--- src/rtl/fpu_req_seq.sv ---
// Memory request sequencer: walks a width x height rectangle row-major and issues
// line-sized read and/or write requests. Define FPU_REQ_SEQ_ABORT_EN to add the abort input.
module fpu_req_seq #(
   parameter int unsigned ADDR_W     = 32,
   parameter int unsigned DIM_W      = 17,
   parameter int unsigned STRIDE_W   = 19,
   parameter int unsigned LINE_BYTES = 64
) (
   input  logic                clk,
   input  logic                rst,
   input  logic                start,
   input  logic                read,
   input  logic                write,
   input  logic [DIM_W-1:0]    width,
   input  logic [DIM_W-1:0]    height,
   input  logic [ADDR_W-1:0]   read_address,
   input  logic [ADDR_W-1:0]   write_address,
   input  logic [STRIDE_W-1:0] input_row_width,
   input  logic [STRIDE_W-1:0] output_row_width,
`ifdef FPU_REQ_SEQ_ABORT_EN
   input  logic                abort,
`endif
   output logic                req_valid,
   input  logic                req_ready,
   output logic                req_we,
   output logic [ADDR_W-1:0]   req_addr,
   output logic                making_request,
   output logic                done
);

   localparam int unsigned LINE_SHIFT = $clog2(LINE_BYTES);
   localparam int unsigned BEAT_W     = DIM_W + 1;

   typedef enum logic [1:0] {
      IDLE = 2'd0,
      RUN  = 2'd1,
      DONE = 2'd2
   } state_e;

   state_e              state_q, state_d;
   logic                rd_en_q, rd_en_d;
   logic                wr_en_q, wr_en_d;
   logic [BEAT_W-1:0]   beats_q, beats_d;
   logic [DIM_W-1:0]    rows_q, rows_d;
   logic [STRIDE_W-1:0] rd_stride_q, rd_stride_d;
   logic [STRIDE_W-1:0] wr_stride_q, wr_stride_d;
   logic [ADDR_W-1:0]   rd_row_q, rd_row_d;
   logic [ADDR_W-1:0]   wr_row_q, wr_row_d;
   logic [ADDR_W-1:0]   beat_off_q, beat_off_d;
   logic [BEAT_W-1:0]   beat_cnt_q, beat_cnt_d;
   logic [DIM_W-1:0]    row_cnt_q, row_cnt_d;
   logic                req_valid_q, req_valid_d;
   logic                req_we_q, req_we_d;
   logic [ADDR_W-1:0]   req_addr_q, req_addr_d;
   logic                busy_q, busy_d;
   logic                done_q, done_d;

   logic                cfg_ok;
   logic [BEAT_W-1:0]   beats_calc;
   logic                last_beat;
   logic                last_row;
   logic                accept;
   logic                abort_now;

   // Rounded-up line count per row, evaluated on the raw inputs at launch
   assign beats_calc = BEAT_W'((BEAT_W'(width) + BEAT_W'(LINE_BYTES - 1)) >> LINE_SHIFT);
   assign cfg_ok     = (read | write) && (width != '0) && (height != '0);
   assign last_beat  = (beat_cnt_q == beats_q - BEAT_W'(1));
   assign last_row   = (row_cnt_q == rows_q - DIM_W'(1));
   assign accept     = req_valid_q & req_ready;

`ifdef FPU_REQ_SEQ_ABORT_EN
   logic abort_pend_q, abort_pend_d;
   // An abort seen while a request is stalled waits until that request is accepted
   assign abort_now = (abort | abort_pend_q) && (!req_valid_q || req_ready);
`else
   assign abort_now = 1'b0;
`endif

   always_comb begin
      state_d     = state_q;
      rd_en_d     = rd_en_q;
      wr_en_d     = wr_en_q;
      beats_d     = beats_q;
      rows_d      = rows_q;
      rd_stride_d = rd_stride_q;
      wr_stride_d = wr_stride_q;
      rd_row_d    = rd_row_q;
      wr_row_d    = wr_row_q;
      beat_off_d  = beat_off_q;
      beat_cnt_d  = beat_cnt_q;
      row_cnt_d   = row_cnt_q;
      req_valid_d = req_valid_q;
      req_we_d    = req_we_q;
      req_addr_d  = req_addr_q;
`ifdef FPU_REQ_SEQ_ABORT_EN
      abort_pend_d = abort_pend_q;
`endif

      unique case (state_q)
         IDLE: begin
`ifdef FPU_REQ_SEQ_ABORT_EN
            abort_pend_d = 1'b0;
`endif
            if (start) begin
               rd_en_d     = read;
               wr_en_d     = write;
               beats_d     = beats_calc;
               rows_d      = height;
               rd_stride_d = input_row_width;
               wr_stride_d = output_row_width;
               rd_row_d    = read_address;
               wr_row_d    = write_address;
               beat_off_d  = '0;
               beat_cnt_d  = '0;
               row_cnt_d   = '0;
               if (cfg_ok) begin
                  state_d     = RUN;
                  req_valid_d = 1'b1;
                  req_we_d    = !read;
                  req_addr_d  = read ? read_address : write_address;
               end else begin
                  state_d = DONE;
               end
            end
         end

         RUN: begin
            if (abort_now) begin
               state_d     = DONE;
               req_valid_d = 1'b0;
               req_we_d    = 1'b0;
            end else if (accept) begin
               if (!req_we_q && wr_en_q) begin
                  // Write half of the same beat
                  req_we_d   = 1'b1;
                  req_addr_d = wr_row_q + beat_off_q;
               end else if (!last_beat) begin
                  beat_cnt_d = beat_cnt_q + BEAT_W'(1);
                  beat_off_d = beat_off_q + ADDR_W'(LINE_BYTES);
                  req_we_d   = !rd_en_q;
                  req_addr_d = (rd_en_q ? rd_row_q : wr_row_q) + beat_off_d;
               end else if (!last_row) begin
                  row_cnt_d  = row_cnt_q + DIM_W'(1);
                  beat_cnt_d = '0;
                  beat_off_d = '0;
                  rd_row_d   = rd_row_q + ADDR_W'(rd_stride_q);
                  wr_row_d   = wr_row_q + ADDR_W'(wr_stride_q);
                  req_we_d   = !rd_en_q;
                  req_addr_d = rd_en_q ? rd_row_d : wr_row_d;
               end else begin
                  state_d     = DONE;
                  req_valid_d = 1'b0;
                  req_we_d    = 1'b0;
               end
            end
`ifdef FPU_REQ_SEQ_ABORT_EN
            if (abort && !abort_now) begin
               abort_pend_d = 1'b1;
            end
`endif
         end

         DONE: begin
            state_d = IDLE;
         end

         default: begin
            state_d     = IDLE;
            req_valid_d = 1'b0;
            req_we_d    = 1'b0;
         end
      endcase

      busy_d = (state_d != IDLE);
      done_d = (state_d == DONE);
   end

   always_ff @(posedge clk) begin
      if (rst) begin
         state_q     <= IDLE;
         rd_en_q     <= 1'b0;
         wr_en_q     <= 1'b0;
         beats_q     <= '0;
         rows_q      <= '0;
         rd_stride_q <= '0;
         wr_stride_q <= '0;
         rd_row_q    <= '0;
         wr_row_q    <= '0;
         beat_off_q  <= '0;
         beat_cnt_q  <= '0;
         row_cnt_q   <= '0;
         req_valid_q <= 1'b0;
         req_we_q    <= 1'b0;
         req_addr_q  <= '0;
         busy_q      <= 1'b0;
         done_q      <= 1'b0;
`ifdef FPU_REQ_SEQ_ABORT_EN
         abort_pend_q <= 1'b0;
`endif
      end else begin
         state_q     <= state_d;
         rd_en_q     <= rd_en_d;
         wr_en_q     <= wr_en_d;
         beats_q     <= beats_d;
         rows_q      <= rows_d;
         rd_stride_q <= rd_stride_d;
         wr_stride_q <= wr_stride_d;
         rd_row_q    <= rd_row_d;
         wr_row_q    <= wr_row_d;
         beat_off_q  <= beat_off_d;
         beat_cnt_q  <= beat_cnt_d;
         row_cnt_q   <= row_cnt_d;
         req_valid_q <= req_valid_d;
         req_we_q    <= req_we_d;
         req_addr_q  <= req_addr_d;
         busy_q      <= busy_d;
         done_q      <= done_d;
`ifdef FPU_REQ_SEQ_ABORT_EN
         abort_pend_q <= abort_pend_d;
`endif
      end
   end

   assign req_valid      = req_valid_q;
   assign req_we         = req_we_q;
   assign req_addr       = req_addr_q;
   assign making_request = busy_q;
   assign done           = done_q;

endmodule

--- config.mk ---
export PLATFORM = sky130hd
export DESIGN_NAME = fpu_req_seq
export DESIGN_NICKNAME = d
export VERILOG_FILES = /design/src/rtl/fpu_req_seq.sv
export SDC_FILE = /design/constraint.sdc
export NUM_CORES = 1
export LEC_CHECK = 0
export CORE_ASPECT_RATIO = 1.5
export CORE_MARGIN = 2
export CORE_UTILIZATION = 35
export DETAILED_ROUTE_END_ITERATION = 6
export MAX_ROUTING_LAYER = met4
export PLACE_DENSITY_LB_ADDON = 0.25
export SLEW_MARGIN = 20
export SYNTH_ARGS = -nofsm -noshare
export SYNTH_HDL_FRONTEND = slang
export SYNTH_SLANG_ARGS = --single-unit
--- constraint.sdc ---
create_clock -name clk -period 11.43 [get_ports clk]
set_clock_uncertainty 0.15 [all_clocks]
set_input_delay 1.143 -clock clk [delete_from_list [all_inputs] [get_ports clk]]
set_output_delay 1.143 -clock clk [all_outputs]
set_load 0.02 [all_outputs]
==> impl_metrics.ini <==
[run_status]
status = completed

[yosys]
netlist_instances = 2345
synth_fp_nets = 2583
ys_ff_latch = 232
synthFlopType = dfxtp_1
synth_edf_count = 0
async_flop_share = 0
synth.avg_cell_area_um2 = 7.49
synth_warnings = 0
synth.cell_area_um2 = 17600
seq_area_frac_synth = 0.264
yosysUniqueCellTypes = 86

[floorplan]
core_um2 = 49500
io_pins = 178
rows = 100
fp.dieH_um = 278
start_util = 0.355
die_area_um2 = 52000
fp.dieW_um = 187

[min_path]
min_delay_path_depth = 2
hold_class = register to register
hp-start = rd_stride_q[0]
min_delay_worst_endpoint = rd_stride_q[0]

[placed_design]
dp.cells = 3066
dp_hpwl_um = 47900
placed_area_um2 = 19800
port_buffers = 177
place_congestion = 0.998
place_ws_ps = 6000

[cells_and_area]
final_cell_area_um2 = 20700
syn2layout_area_growth_pct = 17.8
layout_commonest_cell = nand2_1
fill_cells = 5142
antenna_cells = 0
fin_nets = 2670
finalNonFillerCells = 3115
multi_input_area_um2 = 12200
final_cell_mix = 331 x nand2_1, 263 x nor2_1, 231 x dfxtp_1, 203 x a21oi_1, 175 x clkdlybuf4s50_1
drive_gt1_frac = 0.0587
seq_area_um2 = 4650

[cts]
hold_buffers = 0
clk_latency_ps = 570
clockBufferDepth = 3
cts_buffers = 27
cts_tree = yes
post_cts_buffers = 0
htreeDepth = 1
cts_sinks = 232
post_cts_resized = 0
cts.clk_slew.worst_paths_ps = 60
root_buffer = clkbuf_16

[setup_path]
worstSetupEndpointType = register
r2r_slack_ps = 5970
slowest_delay_ps = 920
cp_num_buf_inv = 1
critPathSlowestCell = a2111oi_0
path_cells = buf_4 -> mux2_2 -> ha_1 -> a21oi_1 -> nand2_1 -> nand2_1 -> nand4_1 -> a311oi_1 -> o21ai_0 -> a2111oi_0 -> nor4_1 -> a2111oi_0 -> a211oi_1
timing.rr.start = rd_en_q
required_ps = 11690
critical_path_class = register to register
reg2reg_to = req_addr[30]
cp_max_fo = 67
cp_top_family = compound AO/OA/AOI/OAI gates
reg2reg_depth = 13
cp_data_arrival_time_ps = 5720
cp-start-kind = register

[power_and_ir_drop]
vdd_drop_max_mv = 0.103
powerDensity_nw_per_um2 = 125
p_leak_nw = 7.86

[timing]
grt_setup_unrepaired = no
setup_tns_ps = 0
setup_viol = 0
drv_slew = 0
tightest_slew_ps = 1150
layout_setup_ws_ps = 5970
post-route-min-period_ps = 5460
min_period_over_period = 0.477
hold_violations = 0
slew_headroom = 0.232
fmax_mhz = 183

[flow_run]
maxCapViolCount = 0

[drt]
totalWireLength_um = 63900
detail_route.wl_per_cell_um = 20.5
drt.antenna.violating_nets = 0
drc = 0
vias = 17700
avgViaCountPerCell = 5.70
drtPass1Iterations = 5
drtIter0Drc = 1413

[global_routing]
grt_pass1_vias = 17100
grt_pass1_wl_um = 97300
antenna_found_initial = 0
grt_max_degree = 103
gr-usage-all-layers = 0.243
grt-ovfl-total = 0
==> stage by stage <==
| step | total power (W) | utilization | hold slack [ps] |
|---|---|---|---|
| CTS | 0.00260 | 0.418 | 315 |
| finish | 0.00259 | 0.418 | 314 |
| detailed placement | 0.00168 | 0.399 | 304 |
| global route | 0.00271 | 0.418 | 331 |
| global placement | 0.00167 | 0.399 | 304 |
| floorplan | 0.00142 | - | 291 |
==> synth_stat cells (43+ instances only) <==
cell	number	area (µm²)
nand2_1	332	1250
nor2_1	263	987
a211oi_1	57	428
xnor2_1	117	1020
nor3_1	62	310
clkbuf_1	92	345
ha_1	94	1180
nand3_1	68	340
xor2_1	97	850
inv_1	43	161
o21ai_0	106	531
dfxtp_1	232	4640
a21oi_1	204	1020
==> worst min-delay path: cells and delay by family (launching register included) <==
family / cells / cell delay, ps
DFF: 1 / 310
and+or+nand+nor: 1 / 50
AOI/OAI and AO/OA: 1 / 50
==> worst max-delay path by stage <==
| stage | to | depth (start not counted) | slack, ps | start |
|---|---|---|---|---|
| floorplan | req_addr[30] | 16 | 6470 | rd_en_q |
| global placement | req_addr[30] | 13 | 6070 | rd_en_q |
| detailed placement | req_addr[30] | 13 | 6000 | rd_en_q |
| CTS | req_addr[30] | 13 | 5980 | rd_en_q |
| global route | req_addr[30] | 13 | 5650 | rd_en_q |
| finish | req_addr[30] | 13 | 5970 | rd_en_q |
==> power breakdown <==
group | internal (W) | leakage (nW) | switching, W
registers | 0.000867 | 1.90 | 0.0000852
clock network | 0.000528 | 0.435 | 0.000390
logic | 0.000290 | 5.53 | 0.000430
total | 0.00168 | 7.86 | 0.000905
==> state kept, by name (all words and copies together), names as in the netlist, 2 cells and up <==
signal / count
rd_row_q: 32
beats_q: 12
wr_row_q: 32
rows_q: 17
req_addr: 32
beat_off_q: 26
wr_stride_q: 19
rd_stride_q: 19
state_q: 2
beat_cnt_q: 18
row_cnt_q: 17
==> layout make-up <==
| class | count | share of cell area |
|---|---|---|
| clock buffer | 33 | 0.0357 |
| tap | 663 | 0.0401 |
| clock inverter | 16 | 0.00859 |
| sequential | 232 | 0.225 |
| inverter | 43 | 0.00780 |
| multi-input combinational | 1932 | 0.591 |
| timing repair buffer | 196 | 0.0923 |
==> logic make-up after synthesis <==
logic type	after synthesis	share of synthesized area
AND/OR/NAND/NOR	928	0.241
AO/OA/AOI/OAI	621	0.230
flip-flops	232	0.264
XOR/XNOR	216	0.109
buffers and inverters	181	0.0426
adder cells (fa/ha/maj)	96	0.0692
multiplexers	70	0.0430
other	1	0.000213
==> per-layer routing <==
metal  up-vias  global-route usage  share of wire
met2       542               0.413           0.48
met3       136              0.0319          0.057
met5         -                   -              0
li1       8603                   -              -
met1      8468               0.285           0.41
met4         0               0.112          0.047
No activity file was read; power rests on OpenSTA's default activity.
